===== config.mk =====
export PLATFORM = sky130hd
export DESIGN_NAME = hazard_tracker
export DESIGN_NICKNAME = d
export VERILOG_FILES = /design/src/rtl/hazard_tracker.sv
export SDC_FILE = /design/constraint.sdc
export NUM_CORES = 1
export LEC_CHECK = 0
export BUFFER_PORTS_ARGS = -buffer_cell sky130_fd_sc_hd__buf_2
export CAP_MARGIN = 20
export CELL_PAD_IN_SITES_DETAIL_PLACEMENT = 1
export CELL_PAD_IN_SITES_GLOBAL_PLACEMENT = 1
export CORE_MARGIN = 2
export CORE_UTILIZATION = 35
export CTS_CLUSTER_SIZE = 16
export DETAILED_ROUTE_END_ITERATION = 8
export PLACE_DENSITY_LB_ADDON = 0.1
export SETUP_SLACK_MARGIN = 0.1
export SKIP_CTS_REPAIR_TIMING = 1
export SYNTH_ARGS = -nofsm -noshare
export SYNTH_HDL_FRONTEND = slang
export SYNTH_SLANG_ARGS = --single-unit

===== constraint.sdc =====
create_clock -name clk -period 2.7 [get_ports clk]
set_input_delay 0.135 -clock clk [delete_from_list [all_inputs] [get_ports clk]]
set_output_delay 0.135 -clock clk [all_outputs]
set_load 0.02 [all_outputs]

===== src/rtl/hazard_tracker.sv =====
// ---------------------------------------------------------------------------
// hazard_tracker
//
// Tracks the destination register and remaining result latency (T_new) of
// the instructions in flight in the E, M and W pipeline stages, and computes
// the E-stage operand forwarding selects from that state.
//
// Optional feature macro: HAZARD_TRACKER_STALL_CNT_EN
//   defined   -> stall_cnt counts rising edges with stall=1 (wraps at 2^32)
//   undefined -> stall_cnt is tied to 0 and no counter is built
//
// Ports:
//   clk                 in   rising-edge clock
//   reset               in   asynchronous, active-low reset
//   stall               in   stall request: load a bubble into E this edge
//   D_A3, D_rs, D_rt    in   D-stage destination / source register indices
//   D_T_new             in   D-stage result latency, counted from entry to E
//   E_A3, M_A3, W_A3    out  destination register per stage
//   E_T_new .. W_T_new  out  remaining result latency per stage
//   E_fwd_rs, E_fwd_rt  out  forwarding select (0 = regfile, 1 = M, 2 = W)
//   stall_cnt           out  number of stalled cycles
// ---------------------------------------------------------------------------
module hazard_tracker (
  input  logic        clk,
  input  logic        reset,
  input  logic        stall,
  input  logic [4:0]  D_A3,
  input  logic [4:0]  D_rs,
  input  logic [4:0]  D_rt,
  input  logic [1:0]  D_T_new,
  output logic [4:0]  E_A3,
  output logic [4:0]  M_A3,
  output logic [4:0]  W_A3,
  output logic [1:0]  E_T_new,
  output logic [1:0]  M_T_new,
  output logic [1:0]  W_T_new,
  output logic [1:0]  E_fwd_rs,
  output logic [1:0]  E_fwd_rt,
  output logic [31:0] stall_cnt
);

  logic [4:0] r_e_a3, r_e_rs, r_e_rt, r_m_a3, r_w_a3;
  logic [1:0] r_e_tnew, r_m_tnew, r_w_tnew;

  logic [1:0] w_d_tnew;
  logic [1:0] w_m_tnew_next;
  logic [1:0] w_w_tnew_next;

  // Latency entering E: a write to register 0 never creates a hazard, and
  // a latency of 3 cannot occur in this pipeline so it is clamped to 2.
  always_comb begin
    w_d_tnew = D_T_new;
    if (D_A3 == 5'd0) begin
      w_d_tnew = 2'd0;
    end else if (D_T_new == 2'd3) begin
      w_d_tnew = 2'd2;
    end
  end

  // One stage of progress consumes one cycle of latency, never below 0.
  assign w_m_tnew_next = (r_e_tnew == 2'd0) ? 2'd0 : r_e_tnew - 2'd1;
  assign w_w_tnew_next = (r_m_tnew == 2'd0) ? 2'd0 : r_m_tnew - 2'd1;

  // E takes the D-stage instruction or a bubble; M and W always advance.
  always_ff @(posedge clk or negedge reset) begin
    if (!reset) begin
      r_e_a3   <= 5'd0;
      r_e_rs   <= 5'd0;
      r_e_rt   <= 5'd0;
      r_e_tnew <= 2'd0;
      r_m_a3   <= 5'd0;
      r_m_tnew <= 2'd0;
      r_w_a3   <= 5'd0;
      r_w_tnew <= 2'd0;
    end else begin
      if (stall) begin
        r_e_a3   <= 5'd0;
        r_e_rs   <= 5'd0;
        r_e_rt   <= 5'd0;
        r_e_tnew <= 2'd0;
      end else begin
        r_e_a3   <= D_A3;
        r_e_rs   <= D_rs;
        r_e_rt   <= D_rt;
        r_e_tnew <= w_d_tnew;
      end
      r_m_a3   <= r_e_a3;
      r_m_tnew <= w_m_tnew_next;
      r_w_a3   <= r_m_a3;
      r_w_tnew <= w_w_tnew_next;
    end
  end

  // M holds the younger producer, so it wins over W. A matching M whose
  // result is not yet ready falls through; the stall unit covers that case.
  function automatic logic [1:0] fwd_sel(input logic [4:0] src,
                                         input logic [4:0] m_a3,
                                         input logic [1:0] m_tnew,
                                         input logic [4:0] w_a3);
    logic [1:0] sel;
    sel = 2'd0;
    if (src != 5'd0) begin
      if ((m_a3 == src) && (m_tnew == 2'd0)) begin
        sel = 2'd1;
      end else if (w_a3 == src) begin
        sel = 2'd2;
      end
    end
    return sel;
  endfunction

  assign E_fwd_rs = fwd_sel(r_e_rs, r_m_a3, r_m_tnew, r_w_a3);
  assign E_fwd_rt = fwd_sel(r_e_rt, r_m_a3, r_m_tnew, r_w_a3);

  assign E_A3    = r_e_a3;
  assign M_A3    = r_m_a3;
  assign W_A3    = r_w_a3;
  assign E_T_new = r_e_tnew;
  assign M_T_new = r_m_tnew;
  assign W_T_new = r_w_tnew;

`ifdef HAZARD_TRACKER_STALL_CNT_EN
  logic [31:0] r_stall_cnt;

  // Free-running count of bubbles inserted; wraps naturally at 2^32.
  always_ff @(posedge clk or negedge reset) begin
    if (!reset) begin
      r_stall_cnt <= 32'd0;
    end else if (stall) begin
      r_stall_cnt <= r_stall_cnt + 32'd1;
    end
  end

  assign stall_cnt = r_stall_cnt;
`else
  assign stall_cnt = 32'd0;
`endif

endmodule


==> impl_metrics.json <==
{
  "outcome": "complete, no violations",
  "grt_antenna_before_repair": 0,
  "std_cell_rows": 23,
  "place_ws_ps": 1100,
  "synthFlopType": "dfrtp_1",
  "min_path_type": "primary input to flop",
  "async_reset_ff_share_pct": 100,
  "rsz0062_at_grt": "no",
  "r2r_slack_ps": 2040,
  "hold_end": "r_e_rt[2]$_DFF_PN0_",
  "gp_congestion": 0.749,
  "period_needed_ps": 1880,
  "final_hold_viol_count": 0,
  "clk_pin_slew_worst_paths_ps": 60,
  "syn_inst": 124,
  "htree_levels": 2,
  "synth_warnings": 0,
  "hold_path_startpoint": "D_rt[2]",
  "netlist_area_um2": 1440,
  "ys_ff_latch": 31,
  "crit_path_max_fanout": 3,
  "wl_met3_um": 246,
  "cts_buffers": 5,
  "routed.top_layer": "met4",
  "grt_max_degree": 32,
  "crit_path_start_kind": "flop",
  "drc": 0,
  "port_buffers": 44,
  "die_h_um": 68.1,
  "timing.fmax_mhz": 532,
  "hpwl_um": 2180,
  "syn_avg_cell_area_um2": 11.6,
  "postRouteAntennaNets": 0,
  "grt_usage_pct": 12.4,
  "drive_gt1_share_pct": 30.3,
  "met1Wirelength_um": 1070,
  "antenna_cells": 0,
  "timing.slew.headroom_pct": 55.5,
  "seq_area_frac_synth_pct": 54.0,
  "ys_top_cells_by_count": "buf_4 (32), dfrtp_1 (31), nor2b_1 (17), xor2_1 (14), xnor2_1 (6)",
  "crit_arrival_ps": 1740,
  "cp-end-kind": "output pin",
  "vias": 910,
  "cts_tree": "done",
  "synthTopCellsByArea": "dfrtp_1 (54%), buf_4 (17%), xor2_1 (8.5%)",
  "drt_iter0_drc": 13,
  "layout_setup_ws_ps": 821,
  "ys_types": 17,
  "cts_buffer_depth": 2,
  "synth_top_area_share_pct": 54.0,
  "insertion_delay_ps": 270,
  "die_x_um": 68.1,
  "drt-pass1-iter-count": 4,
  "fin_skew_ps": 4.16,
  "power_density_nw_per_um2": 615,
  "num-nets-final": 194,
  "whs_path_depth": 2,
  "synthToLayoutAreaGrowth_pct": 18.5,
  "critPathKind": "flop to output pin",
  "r2r-start": "M_T_new[0]$_DFF_PN0_",
  "p_leak_nw": 0.949,
  "grt_pass1_vias": 858,
  "synth_edf_count": 0,
  "clock-root-buffer": "clkbuf_8",
  "via_per_inst": 4.04,
  "cp.required_ps": 2570,
  "grt_pass1_wl_um": 4060,
  "slew_violations": 0,
  "die-area_um2": 4640,
  "fin_tns_setup_ps": 0,
  "worst_slew_pin_slew_ps": 668,
  "start_util_pct": 36.2,
  "fill_cells": 480,
  "clock_sinks": 31,
  "core_area_um2": 3970,
  "synth_top_cell_by_area": "dfrtp_1",
  "yosysMostFrequentCell": "buf_4",
  "num_io_pins": 77,
  "ff2ff_path_depth": 1,
  "fin_cells": 225,
  "setup_violations": 0,
  "wl_per_cell_um": 11.9,
  "wl_met2_um": 1310,
  "r2r_end": "W_T_new[1]$_DFF_PN0_",
  "ir_drop_v": 0.000207,
  "drv_cap": 0,
  "dp.cells": 216,
  "period_share_pct": 69.6,
  "drt-total-wl_um": 2680,
  "grt.overflow.total": 0
}
[cell type report]
cell class	instances	area [µm²]	share of cell area (%)
clock buffers	8	100	5.88
flip-flops and latches	31	776	45.6
well taps	50	62.6	3.67
repair buffers	45	230	13.5
multi-input cells	91	534	31.4
[per-stage QoR]
stage | power [mW] | instance area, µm² | hold WS, ps | utilization, %
finish | 1.05 | 1700 | 78.4 | 42.9
global route | 1.10 | 1700 | 72.6 | 42.9
CTS | 1.06 | 1690 | -95.1 | 42.6
detailed placement | 0.673 | 1590 | 204 | 40.1
global placement | 0.671 | 1590 | 198 | 40.1
floorplan | 0.654 | 1550 | -161 | -
[worst max-delay path, stage by stage, from the launching register on]
cell	delay (ps)
dfrtp_1	410
or4_1	540
nor2_2	120
nor4_1	60
and4_1	190
buf_2	150
[how the worst max path moves through the flow]
| stage | startpoint | end | slack [ps] | cells past startpoint |
|---|---|---|---|---|
| floorplan | r_e_rs[1]$_DFF_PN0_ | E_fwd_rs[1] | 1230 | 4 |
| global placement | r_e_rt[1]$_DFF_PN0_ | E_fwd_rt[1] | 1130 | 5 |
| detailed placement | r_e_rt[1]$_DFF_PN0_ | E_fwd_rt[1] | 1100 | 5 |
| CTS | r_e_rt[1]$_DFF_PN0_ | E_fwd_rt[1] | 800 | 5 |
| global route | r_e_rt[1]$_DFF_PN0_ | E_fwd_rt[1] | 730 | 5 |
| finish | r_e_rt[1]$_DFF_PN0_ | E_fwd_rt[1] | 820 | 5 |
[sequential cells by signal, indices dropped and copies added (netlist names)]
name / cells
E_A3: 5
E_T_new: 2
M_A3: 5
M_T_new: 2
W_A3: 5
W_T_new: 2
r_e_rs: 5
r_e_rt: 5
[cells in the final DEF, fill, tap and decap left out]
cell type	instances
dfrtp_1	31
and4_1	2
nor2b_1	17
xnor2_1	6
dlygate4sd3_1	1
conb_1	32
clkbuf_1	1
a21oi_1	1
nor2_2	2
and3b_1	1
nor3_1	1
nor4_1	4
nand3_1	2
buf_2	44
or4_1	2
nor2_1	4
xor2_1	14
and2_1	3
clkbuf_8	7
[routing by layer]
layer / GRT usage [%] / vias to the layer above
met5: 0 / -
met4: 6.00 / 0
met3: 3.95 / 7
met2: 20.0 / 55
met1: 14.9 / 422
li1: - / 426
[cell families (layout without fill, tap and decap cells)]
logic type	count (synthesis)	count (layout)	share of synthesized area (%)
simple gates	38	38	16.3
buf+inv	33	53	17.0
flops	31	31	54.0
xor+xnor	20	20	12.2
other cells	1	32	0.261
compound gates	1	1	0.348
[where the power goes]
part	leakage, nW	switching [mW]	internal [mW]
sequential	0.403	0.0240	0.487
combinational	0.494	0.103	0.0506
clock	0.0515	0.150	0.232
Power figures use the tool's default switching activity.
